`src/rtl/mult_seq_ctrl_if.sv`:
```
// Handshake and strobe bundle between mult_seq_ctrl, the operand source/consumer and the
// shift-and-add datapath. The master side is the controller.
interface mult_seq_ctrl_if #(
  parameter int unsigned WIDTH = 8
);
  localparam int unsigned CNT_W = $clog2(WIDTH + 1);

  logic             inputdata_ready;
  logic             mult_lsb;
  logic             mult_zero;
  logic             result_ack;
  logic             loaddata;
  logic             clear_acc;
  logic             add_en;
  logic             shift_en;
  logic             busy;
  logic             result_valid;
  logic [CNT_W-1:0] iter_count;

  modport master (
    input  inputdata_ready,
    input  mult_lsb,
    input  mult_zero,
    input  result_ack,
    output loaddata,
    output clear_acc,
    output add_en,
    output shift_en,
    output busy,
    output result_valid,
    output iter_count
  );

  modport slave (
    output inputdata_ready,
    output mult_lsb,
    output mult_zero,
    output result_ack,
    input  loaddata,
    input  clear_acc,
    input  add_en,
    input  shift_en,
    input  busy,
    input  result_valid,
    input  iter_count
  );
endinterface

```
`src/rtl/mult_seq_ctrl.sv`:
```
// Four-state (IDLE/LOAD/RUN/DONE) controller for the sequential shift-and-add multiplier.
// Define MULT_EARLY_TERM_EN to end RUN as soon as the multiplier register reaches zero.
module mult_seq_ctrl #(
  parameter int unsigned WIDTH = 8
) (
  input  logic            clk,
  input  logic            reset,
  mult_seq_ctrl_if.master bus
);

  localparam int unsigned CNT_W = $clog2(WIDTH + 1);
  localparam logic [CNT_W-1:0] LastIter = CNT_W'(WIDTH - 1);

  typedef enum logic [1:0] {
    StIdle,
    StLoad,
    StRun,
    StDone
  } state_e;

  state_e           state_q, state_d;
  logic [CNT_W-1:0] iter_q, iter_d;
  logic             run_zero;

  logic loaddata, clear_acc, add_en, shift_en, busy, result_valid;

`ifdef MULT_EARLY_TERM_EN
  assign run_zero = bus.mult_zero;
`else
  logic unused_mult_zero;
  assign unused_mult_zero = bus.mult_zero;
  assign run_zero         = 1'b0;
`endif

  always_ff @(posedge clk or posedge reset) begin
    if (reset) begin
      state_q <= StIdle;
      iter_q  <= '0;
    end else begin
      state_q <= state_d;
      iter_q  <= iter_d;
    end
  end

  always_comb begin
    state_d      = state_q;
    iter_d       = iter_q;
    loaddata     = 1'b0;
    clear_acc    = 1'b0;
    add_en       = 1'b0;
    shift_en     = 1'b0;
    busy         = 1'b0;
    result_valid = 1'b0;

    unique case (state_q)
      StIdle: begin
        if (bus.inputdata_ready) state_d = StLoad;
      end
      StLoad: begin
        loaddata  = 1'b1;
        clear_acc = 1'b1;
        busy      = 1'b1;
        iter_d    = '0;
        state_d   = StRun;
      end
      StRun: begin
        busy = 1'b1;
        // A zero multiplier has nothing left to add; finish without touching the datapath.
        if (run_zero) begin
          state_d = StDone;
        end else begin
          shift_en = 1'b1;
          add_en   = bus.mult_lsb;
          iter_d   = iter_q + CNT_W'(1);
          if (iter_q == LastIter) state_d = StDone;
        end
      end
      StDone: begin
        result_valid = 1'b1;
        if (bus.result_ack) state_d = bus.inputdata_ready ? StLoad : StIdle;
      end
      default: state_d = StIdle;
    endcase
  end

  assign bus.loaddata     = loaddata;
  assign bus.clear_acc    = clear_acc;
  assign bus.add_en       = add_en;
  assign bus.shift_en     = shift_en;
  assign bus.busy         = busy;
  assign bus.result_valid = result_valid;
  assign bus.iter_count   = iter_q;

endmodule

```
`src/flat_wrapper.sv`:
```
// flat-port wrapper written by rule: the top's interface ports become plain ports
module mult_seq_ctrl_flat 
#(
  parameter int unsigned WIDTH = 8
)
  (clk, reset, bus_inputdata_ready, bus_mult_lsb, bus_mult_zero, bus_result_ack, bus_loaddata, bus_clear_acc, bus_add_en, bus_shift_en, bus_busy, bus_result_valid, bus_iter_count);
  mult_seq_ctrl_if #(.WIDTH(WIDTH)) bus_i ();
  input  logic clk;
  input  logic reset;
  input wire logic [$bits(bus_i.inputdata_ready)-1:0] bus_inputdata_ready;
  input wire logic [$bits(bus_i.mult_lsb)-1:0] bus_mult_lsb;
  input wire logic [$bits(bus_i.mult_zero)-1:0] bus_mult_zero;
  input wire logic [$bits(bus_i.result_ack)-1:0] bus_result_ack;
  output wire logic [$bits(bus_i.loaddata)-1:0] bus_loaddata;
  output wire logic [$bits(bus_i.clear_acc)-1:0] bus_clear_acc;
  output wire logic [$bits(bus_i.add_en)-1:0] bus_add_en;
  output wire logic [$bits(bus_i.shift_en)-1:0] bus_shift_en;
  output wire logic [$bits(bus_i.busy)-1:0] bus_busy;
  output wire logic [$bits(bus_i.result_valid)-1:0] bus_result_valid;
  output wire logic [$bits(bus_i.iter_count)-1:0] bus_iter_count;
  assign bus_i.inputdata_ready = bus_inputdata_ready;
  assign bus_i.mult_lsb = bus_mult_lsb;
  assign bus_i.mult_zero = bus_mult_zero;
  assign bus_i.result_ack = bus_result_ack;
  assign bus_loaddata = bus_i.loaddata;
  assign bus_clear_acc = bus_i.clear_acc;
  assign bus_add_en = bus_i.add_en;
  assign bus_shift_en = bus_i.shift_en;
  assign bus_busy = bus_i.busy;
  assign bus_result_valid = bus_i.result_valid;
  assign bus_iter_count = bus_i.iter_count;
  mult_seq_ctrl #(.WIDTH(WIDTH)) u_core (.clk(clk), .reset(reset), .bus(bus_i));
endmodule
```
`config.mk`:
```
export PLATFORM = sky130hd
export DESIGN_NAME = mult_seq_ctrl_flat
export DESIGN_NICKNAME = d
export VERILOG_FILES = /design/src/rtl/mult_seq_ctrl_if.sv /design/src/rtl/mult_seq_ctrl.sv /design/src/flat_wrapper.sv
export SDC_FILE = /design/constraint.sdc
export NUM_CORES = 1
export LEC_CHECK = 0
export ABC_AREA = 1
export CAP_MARGIN = 20
export CORE_AREA = 2 2 39 41
export CTS_BUF_LIST = sky130_fd_sc_hd__clkbuf_4 sky130_fd_sc_hd__clkbuf_8 sky130_fd_sc_hd__clkbuf_16
export DETAILED_ROUTE_END_ITERATION = 10
export DIE_AREA = 0 0 41 43
export HOLD_SLACK_MARGIN = 0.06
export SLEW_MARGIN = 20
export SYNTH_ARGS = -nofsm -noshare
export SYNTH_HDL_FRONTEND = slang
export SYNTH_SLANG_ARGS = --single-unit
export TNS_END_PERCENT = 5
```
`constraint.sdc`:
```
create_clock -name clk -period 3.77 [get_ports clk]
set_clock_uncertainty 0.1 [all_clocks]
set_input_delay 0.377 -clock clk [delete_from_list [all_inputs] [get_ports clk]]
set_output_delay 0.377 -clock clk [all_outputs]
set_load 0.1 [all_outputs]
```
==> out/metrics.cfg, run 1 <==
[status]
run_status=finished clean

[cts]
path_clk_slew_ns=0.05
clkSinkCount=6
worstSkewPairLatency_ns=0.24
cts.repair_timing.setup_buffer_count=0
clk_path_buf_depth=2
tritoncts_buffer_count=3
cts-root-buf=sky130_fd_sc_hd__clkbuf_4
cts-htree-levels=1
cts_tree=built
cts_resizes=0
post_cts_hold_buffer_count=0

[worst_setup_path]
cp_data_arrival_time_ns=2.34
crit_path_max_fanout=6
timing.reg2reg.setup_slack_ns=2.24
worst_endpoint_required_time_ns=3.29
worstSetupEndpointType=primary output
critical_path_class=flip-flop to primary output
startpoint_type=flip-flop

[run]
max_cap_viol_count=0

[drt]
route.layer.met1.wl_um=349
highest_layer=met4
drt_pre_antenna_iters=3
wire_per_inst_um=8.616
route.detailed.vias_per_inst=4.419
detail_route.wirelength_um=741
route.met3.wl_um=44
routed_vias=380
drt_iter0_drc=2
met2_length_um=338
drc_violation_count_after_routing=0
detail-route-antenna-nets=0

[global_route]
antenna_found_initial=0
wire_length_of_the_first_global_routing_pass_um=1338
grt_start_max_net_pins=10
grt_pass1_vias=340
global_route.overflow_total=0
groute.usage.overall=0.1110

[sta]
maxSlewViolCount=0
fmax_mhz=355.4
fin_ws_ns=0.9560
report.final.hold_viol_count=0
final-setup-viol-count=0
crit_share_post_route=0.7464
post-route-min-period_ns=2.814
post_route_setup_tns_ns=0
tightest_slew_ns=0.9677
rsz_0062_raised_after_global_routing=false
timing.max_slew.rel_slack=0.3529

[synth]
postSynthNetCount=66
ys_types=12
synthesis.area_per_instance_um2=7.644
mappedNetlistArea_um2=420.4
sequential_cell_area_fraction_in_the_yosys_report=0.3571
syn_inst=55
synth_register_bits=6
ys_warn_count=0

[cells_and_area]
antenna-diode-count=0
area_growth_syn_to_layout_pct=38.39
fin_nets=83
layout.cells.non_filler=86
post_route_cells_drive_above_1_share=0.1143
finish.instance_area_um2=581.8

[die]
die_height_um=43
core.rowCount=14
dieWidth_um=41
die_area_mm2=0.001763
initial_utilization=0.3038
fp.coreArea_mm2=0.001384
io-pin-count=16

[min_path]
min-delay-path-class=input pin to async pin

[place]
io_buffers=14
dpl.hpwl_um=603.2
placed_area_um2=559.3
dp_worst_setup_slack_ns=1.209
place_congestion=0.7587
number_of_cells_after_detailed_placement=83

[cell families (layout without fill, tap and decap cells)]
kind of cell / after synthesis / count (layout) / synth area share
adders and majority gates: 5 / 5 / 0.1488
buffers and inverters: 12 / 27 / 0.1339
AOI/OAI and AO/OA: 4 / 4 / 0.05654
DFF: 6 / 6 / 0.3571
and+or+nand+nor: 28 / 28 / 0.3035
[sequential cells by signal, summed over array words and instances (netlist names)]
signal,flops
u_core.bus.iter_count,4
u_core.state_q,2
[layout by cell type (no fill, tap or decap)]
master / netlist / layout
sky130_fd_sc_hd__a21oi_1: 3 / 3
sky130_fd_sc_hd__buf_4: 1 / 1
sky130_fd_sc_hd__clkbuf_4: 0 / 3
sky130_fd_sc_hd__clkdlybuf4s50_1: 0 / 13
sky130_fd_sc_hd__dfrtp_1: 6 / 6
sky130_fd_sc_hd__ha_1: 5 / 5
sky130_fd_sc_hd__inv_1: 10 / 10
sky130_fd_sc_hd__nand2_1: 15 / 15
sky130_fd_sc_hd__nand2_2: 2 / 2
sky130_fd_sc_hd__nand3_1: 7 / 7
sky130_fd_sc_hd__nor2_1: 3 / 3
sky130_fd_sc_hd__nor3b_2: 1 / 1
sky130_fd_sc_hd__o21ai_2: 1 / 1
[worst max-delay path: stages (launching register included)]
cell and delay (ns):
sky130_fd_sc_hd__dfrtp_1 0.42, sky130_fd_sc_hd__inv_1 0.12, sky130_fd_sc_hd__ha_1 0.29, sky130_fd_sc_hd__nand2_1 0.08, sky130_fd_sc_hd__inv_1 0.06, sky130_fd_sc_hd__clkdlybuf4s50_1 1.12
[cell usage after synthesis]
cell type | instances | area, um^2
sky130_fd_sc_hd__a21oi_1 | 3 | 15.01
sky130_fd_sc_hd__buf_4 | 1 | 7.510
sky130_fd_sc_hd__buf_6 | 1 | 11.26
sky130_fd_sc_hd__dfrtp_1 | 6 | 150.1
sky130_fd_sc_hd__ha_1 | 5 | 62.56
sky130_fd_sc_hd__inv_1 | 10 | 37.54
sky130_fd_sc_hd__nand2_1 | 15 | 56.30
sky130_fd_sc_hd__nand2_2 | 2 | 12.51
sky130_fd_sc_hd__nand3_1 | 7 | 35.03
sky130_fd_sc_hd__nor2_1 | 3 | 11.26
sky130_fd_sc_hd__nor3b_2 | 1 | 12.51
sky130_fd_sc_hd__o21ai_2 | 1 | 8.760
[path summary, 6_finish.rpt]
path | start | end | cells past startpoint
min in group clk | u_core.bus.iter_count[0] | u_core.bus.iter_count[0] | 1
min | reset | u_core.bus.iter_count[3] | 2
max in group asynchronous | reset | u_core.bus.iter_count[2] | 2
min reg2reg | u_core.bus.iter_count[0] | u_core.bus.iter_count[0] | 1
max reg2reg | u_core.state_q[0] | u_core.bus.iter_count[3] | 7
max | u_core.state_q[0] | bus_add_en | 5
[layout make-up]
| type | count | area, um^2 |
|---|---|---|
| Clock buffer | 3 | 22.52 |
| Fill cell | 142 | 802.0 |
| Inverter | 10 | 37.54 |
| Multi-Input combinational cell | 37 | 214.0 |
| Sequential cell | 6 | 150.1 |
| Tap cell | 16 | 20.02 |
| Timing Repair Buffer | 14 | 137.6 |
[metrics by stage]
step | util | hold WS (ns)
2_1_floorplan | - | 0.06796
3_3_place_gp | 0.4042 | 0.4336
3_5_place_dp | 0.4042 | 0.4445
4_1_cts | 0.4204 | 0.2624
5_1_grt | 0.4204 | 0.2870
6_report | 0.4204 | 0.2481
[layer usage]
metal / global-route usage / up-vias
li1: - / 201
met1: 0.1405 / 166
met2: 0.1625 / 10
met3: 0.04712 / 3
met4: 0.04000 / 0
met5: 0 / -
Power of run 1 is left out: the tool's default activity adds up to more than one toggle a clock period on the data nets, which glitch-free logic cannot reach.
==> run 2, diff against run 1 <==
- clock period: 3.77 -> 2.9 ns (I/O delays scaled with it)
==> run 2 against run 1 <==
Net effect:
- non-clock buffer count stayed put
- routed wire length up 2.7%
- critical path type unchanged
- critical path depth decreased by 2
- via count fell by 3.2%
- final area down 3.9%
- first-iteration DRC count fell by 50%
==> out/metrics.cfg, run 2 (synthesized netlist as in run 1, its figures left out) <==
[cells_and_area]
post_route_cells_drive_above_1_share=0.2429  ; +0.1286
fin_nets=83  ; unchanged
num-fill-cells=159  ; +12%
multi_input_comb_area_um2=214.0  ; unchanged
seqCellArea_um2=150.1  ; unchanged
layout_common_cells=15 x sky130_fd_sc_hd__nand2_1, 10 x sky130_fd_sc_hd__inv_1, 10 x sky130_fd_sc_hd__buf_4
flip_flop_count_of_the_largest_register_after_layout=4  ; unchanged
mostFrequentLayoutCell=sky130_fd_sc_hd__nand2_1
area_growth_syn_to_layout_pct=33.04
antenna-diode-count=0  ; unchanged

[worst_setup_path]
critical_path_class=flip-flop to primary output
crit_path_max_fanout=9  ; +3
worstSetupEndpointType=primary output
startpoint_type=flip-flop
worst_endpoint_required_time_ns=2.51  ; -0.78 ns
max_stage_delay_cell_worst_path=sky130_fd_sc_hd__ha_1
cp_data_arrival_time_ns=1.57  ; -0.77 ns
worstPathCellList=inv_1, ha_1, buf_4
crit_path_max_incr_delay_ns=0.45  ; -0.67 ns

[die]
core.rowCount=14  ; unchanged
dieWidth_um=41  ; unchanged
io-pin-count=16  ; unchanged
initial_utilization=0.3038  ; unchanged
die_height_um=43  ; unchanged
die_area_mm2=0.001763  ; unchanged
fp.coreArea_mm2=0.001384  ; unchanged

[sta]
report.final.hold_viol_count=0  ; unchanged
tightest_slew_ns=0.2740  ; -0.6937 ns
post_route_setup_tns_ns=0  ; unchanged
rsz_0062_raised_after_global_routing=false
timing.max_slew.rel_slack=0.8173  ; +0.4645
final-setup-viol-count=0  ; unchanged
crit_share_post_route=0.6752
post-route-min-period_ns=1.958
fmax_mhz=510.7
maxSlewViolCount=0  ; unchanged

[cts]
post_cts_hold_buffer_count=0  ; unchanged
clk_path_buf_depth=2  ; unchanged
cts.repair_timing.setup_buffer_count=0  ; unchanged
path_clk_slew_ns=0.05  ; about the same
worstSkewPairLatency_ns=0.25  ; about the same
tritoncts_buffer_count=3  ; unchanged
cts-htree-levels=1  ; unchanged
cts_tree=built
cts-root-buf=sky130_fd_sc_hd__clkbuf_4
cts_resizes=0  ; unchanged
clkSinkCount=6  ; unchanged

[place]
dpl.hpwl_um=583.5  ; -3.3%
io_buffers=14  ; unchanged
place_congestion=0.7246  ; -4.5%

[drt]
drt_iter0_drc=1  ; -1
drt_pre_antenna_iters=4  ; +1
detail-route-antenna-nets=0  ; unchanged
routed_vias=368  ; -3.2%
wire_per_inst_um=8.849  ; +2.7%
drc_violation_count_after_routing=0  ; unchanged
route.detailed.vias_per_inst=4.279  ; -3.2%
detail_route.wirelength_um=761  ; +2.7%

[global_route]
groute.usage.overall=0.1160  ; +0.005045
wire_length_of_the_first_global_routing_pass_um=1269  ; -5.2%
grt_pass1_vias=316  ; -7.1%
global_route.overflow_total=0  ; unchanged
grt_start_max_net_pins=10  ; unchanged
antenna_found_initial=0  ; unchanged

[min_path]
min-delay-path-class=input pin to async pin

[status]
run_status=finished clean

[run]
max_cap_viol_count=0  ; unchanged

-- run 2: critical path: cells and delay by family (launching register included) --
family / cells / cell delay (ns)
adders and majority gates: 1 / 0.45
buffers and inverters: 2 / 0.45
DFF: 1 / 0.42
-- run 2: stage by stage --
stage / cells / cell area [um^2] / hold WS, ns / util / setup WS (ns)
after floorplan: 55 / 420.4 / -0.01904 / - / 0.4147
after CTS: 86 / 559.3 / 0.1688 / 0.4042 / 0.9203
final: 86 / 559.3 / 0.1587 / 0.4042 / 0.9420
after global placement: 83 / 536.8 / 0.4289 / 0.3879 / 1.198
after global routing: 86 / 559.3 / 0.1830 / 0.4042 / 0.8228
after detailed placement: 83 / 536.8 / 0.4273 / 0.3879 / 1.190
-- run 2: final timing paths --
check / startpoint / endpoint / slack, ns / depth (start not counted)
max: u_core.state_q[0] / bus_busy / 0.94 / 3
min: reset / u_core.state_q[0] / 0.16 / 2
max reg2reg: u_core.state_q[0] / u_core.bus.iter_count[3] / 1.37 / 5
min reg2reg: u_core.bus.iter_count[0] / u_core.bus.iter_count[0] / 0.44 / 1
max in group asynchronous: reset / u_core.state_q[1] / 2.34 / 2
min in group clk: u_core.bus.iter_count[0] / u_core.bus.iter_count[0] / 0.44 / 1
-- run 2: routing by layer --
metal	part of all wire	routed length, um	global-route usage	vias to the layer above
met5	0	0	0	-
met4	0.024	18	0.1000	0
met3	0.071	54	0.06283	2
met2	0.47	358	0.1531	9
met1	0.43	330	0.1275	157
li1	-	-	-	200
-- run 2: cell type report --
class	count	area share
inverters	10	0.06711
multi-input cells	37	0.3826
flip-flops and latches	6	0.2685
clock buffers	3	0.04027
repair buffers	14	0.2058
well taps	16	0.03579
Power of run 2 is left out for the same reason.
==> run 3, diff against run 2 <==
- clock period: 2.9 -> 1.9 ns (I/O delays scaled with it)
==> run 3 against run 2 <==
Net effect:
- core utilization is 6.7 points higher
- hold slack worse by 0.099 ns
- critical path depth unchanged
- sequential cell count stayed put
- first-iteration DRC count increased to 4.0 times the previous value
- worst setup slack got worse by 0.76 ns
- non-clock buffer count unchanged
==> out/metrics.cfg, run 3 (synthesized netlist as in run 1, its figures left out) <==
[status]
run_status=finished clean

[worst_setup_path]
r2r_start=u_core.state_q[0]
critical_path_class=flip-flop to primary output
r2r_endpoint=u_core.bus.iter_count[3]
cp_data_arrival_time_ns=1.43  ; -0.14 ns
timing.reg2reg.setup_slack_ns=0.37  ; -1.00 ns
worstSetupEndpointType=primary output
worst_endpoint_required_time_ns=1.61  ; -0.90 ns
r2r_cells=7  ; +2
crit_path_max_fanout=9  ; unchanged
startpoint_type=flip-flop

[cts]
cts_tree=built
clk_path_buf_depth=2  ; unchanged
cts_resizes=0  ; unchanged
cts-root-buf=sky130_fd_sc_hd__clkbuf_4
cts-htree-levels=1  ; unchanged
tritoncts_buffer_count=3  ; unchanged
post_cts_hold_buffer_count=0  ; unchanged
cts.repair_timing.setup_buffer_count=0  ; unchanged
clkSinkCount=6  ; unchanged
path_clk_slew_ns=0.05  ; about the same
worstSkewPairLatency_ns=0.24  ; about the same

[sta]
timing.max_slew.rel_slack=0.8168  ; about the same
post-route-min-period_ns=1.717
final-setup-viol-count=0  ; unchanged
post_route_setup_tns_ns=0  ; unchanged
tightest_slew_ns=0.2770  ; +0.002998 ns
maxSlewViolCount=0  ; unchanged
report.final.hold_viol_count=0  ; unchanged
rsz_0062_raised_after_global_routing=false
fmax_mhz=582.5
crit_share_post_route=0.9035

[die]
dieWidth_um=41  ; unchanged
die_height_um=43  ; unchanged
fp.coreArea_mm2=0.001384  ; unchanged
core.rowCount=14  ; unchanged
initial_utilization=0.3038  ; unchanged
die_area_mm2=0.001763  ; unchanged
io-pin-count=16  ; unchanged

[min_path]
min-delay-path-class=input pin to async pin

[cells_and_area]
layout_common_cells=15 x sky130_fd_sc_hd__nand2_1, 10 x sky130_fd_sc_hd__inv_1, 7 x sky130_fd_sc_hd__nand3_1, 7 x sky130_fd_sc_hd__buf_12, 6 x sky130_fd_sc_hd__dfrtp_1
seqCellArea_um2=150.1  ; unchanged
num-fill-cells=150  ; -5.7%
layout.cells.non_filler=86  ; unchanged
mostFrequentLayoutCell=sky130_fd_sc_hd__nand2_1
fin_nets=83  ; unchanged
antenna-diode-count=0  ; unchanged
post_route_cells_drive_above_1_share=0.2714  ; +0.02857
flip_flop_count_of_the_largest_register_after_layout=4  ; unchanged
multi_input_comb_area_um2=219.0  ; +2.3%
area_growth_syn_to_layout_pct=55.06

[drt]
routed_vias=379  ; +3.0%
wire_per_inst_um=9.895  ; +12%
drc_violation_count_after_routing=0  ; unchanged
route.detailed.vias_per_inst=4.407  ; +3.0%
drt_pre_antenna_iters=4  ; unchanged
detail-route-antenna-nets=0  ; unchanged
drt_iter0_drc=4  ; +3
detail_route.wirelength_um=851  ; +12%

[global_route]
groute.usage.overall=0.1169  ; +0.0008911
wire_length_of_the_first_global_routing_pass_um=1345  ; +6.0%
grt_start_max_net_pins=10  ; unchanged
grt_pass1_vias=349  ; +10%
antenna_found_initial=0  ; unchanged
global_route.overflow_total=0  ; unchanged

[run]
max_cap_viol_count=0  ; unchanged

[place]
io_buffers=14  ; unchanged
place_congestion=0.7375  ; +1.8%
number_of_cells_after_detailed_placement=83  ; unchanged
dpl.hpwl_um=664.2  ; +14%

==> run 3: cell counts in the layout (fill, tap and decap cells not counted) <==
Identical to the previous run, type by type.
==> run 3: worst max-delay path by stage <==
stage                                  from                       end  slack, ns  cells after the start
after floorplan           u_core.state_q[0]                bus_add_en      -0.16                      4
after global placement    u_core.state_q[0]  u_core.bus.iter_count[2]       0.40                      5
after detailed placement  u_core.state_q[0]  u_core.bus.iter_count[3]       0.38                      7
after CTS                 u_core.state_q[0]                  bus_busy       0.18                      3
after global routing      u_core.state_q[0]                bus_add_en       0.10                      5
final                     u_core.state_q[0]                  bus_busy       0.18                      3
==> run 3: layout make-up <==
cell class | count | area share
timing repair buffer | 14 | 0.3109
tap | 16 | 0.03071
inverter | 10 | 0.05758
multi-input combinational | 37 | 0.3359
sequential | 6 | 0.2303
clock buffer | 3 | 0.03455
==> run 3: through the flow <==
step	worst slack [ns]	hold slack, ns	util	instance area [um^2]
after floorplan	-0.1586	-0.1190	-	425.4
after global placement	0.3992	0.3239	0.4548	629.4
after detailed placement	0.3844	0.3313	0.4548	629.4
after CTS	0.1797	0.06823	0.4711	651.9
after global routing	0.1032	0.08624	0.4711	651.9
final	0.1833	0.05968	0.4711	651.9
==> run 3: metal layers <==
metal / share of wire / GRT usage / vias up
met4: 0.016 / 0.06000 / 0
met3: 0.048 / 0.04712 / 2
li1: - / - / 200
met2: 0.52 / 0.1844 / 10
met1: 0.41 / 0.1270 / 167
met5: 0 / 0 / -
==> run 3: worst max-delay path, stage by stage, from the launching register on <==
cell	delay, ns
sky130_fd_sc_hd__dfrtp_1	0.42
sky130_fd_sc_hd__inv_1	0.10
sky130_fd_sc_hd__ha_2	0.45
sky130_fd_sc_hd__buf_12	0.21
Power of run 3 is left out for the same reason.
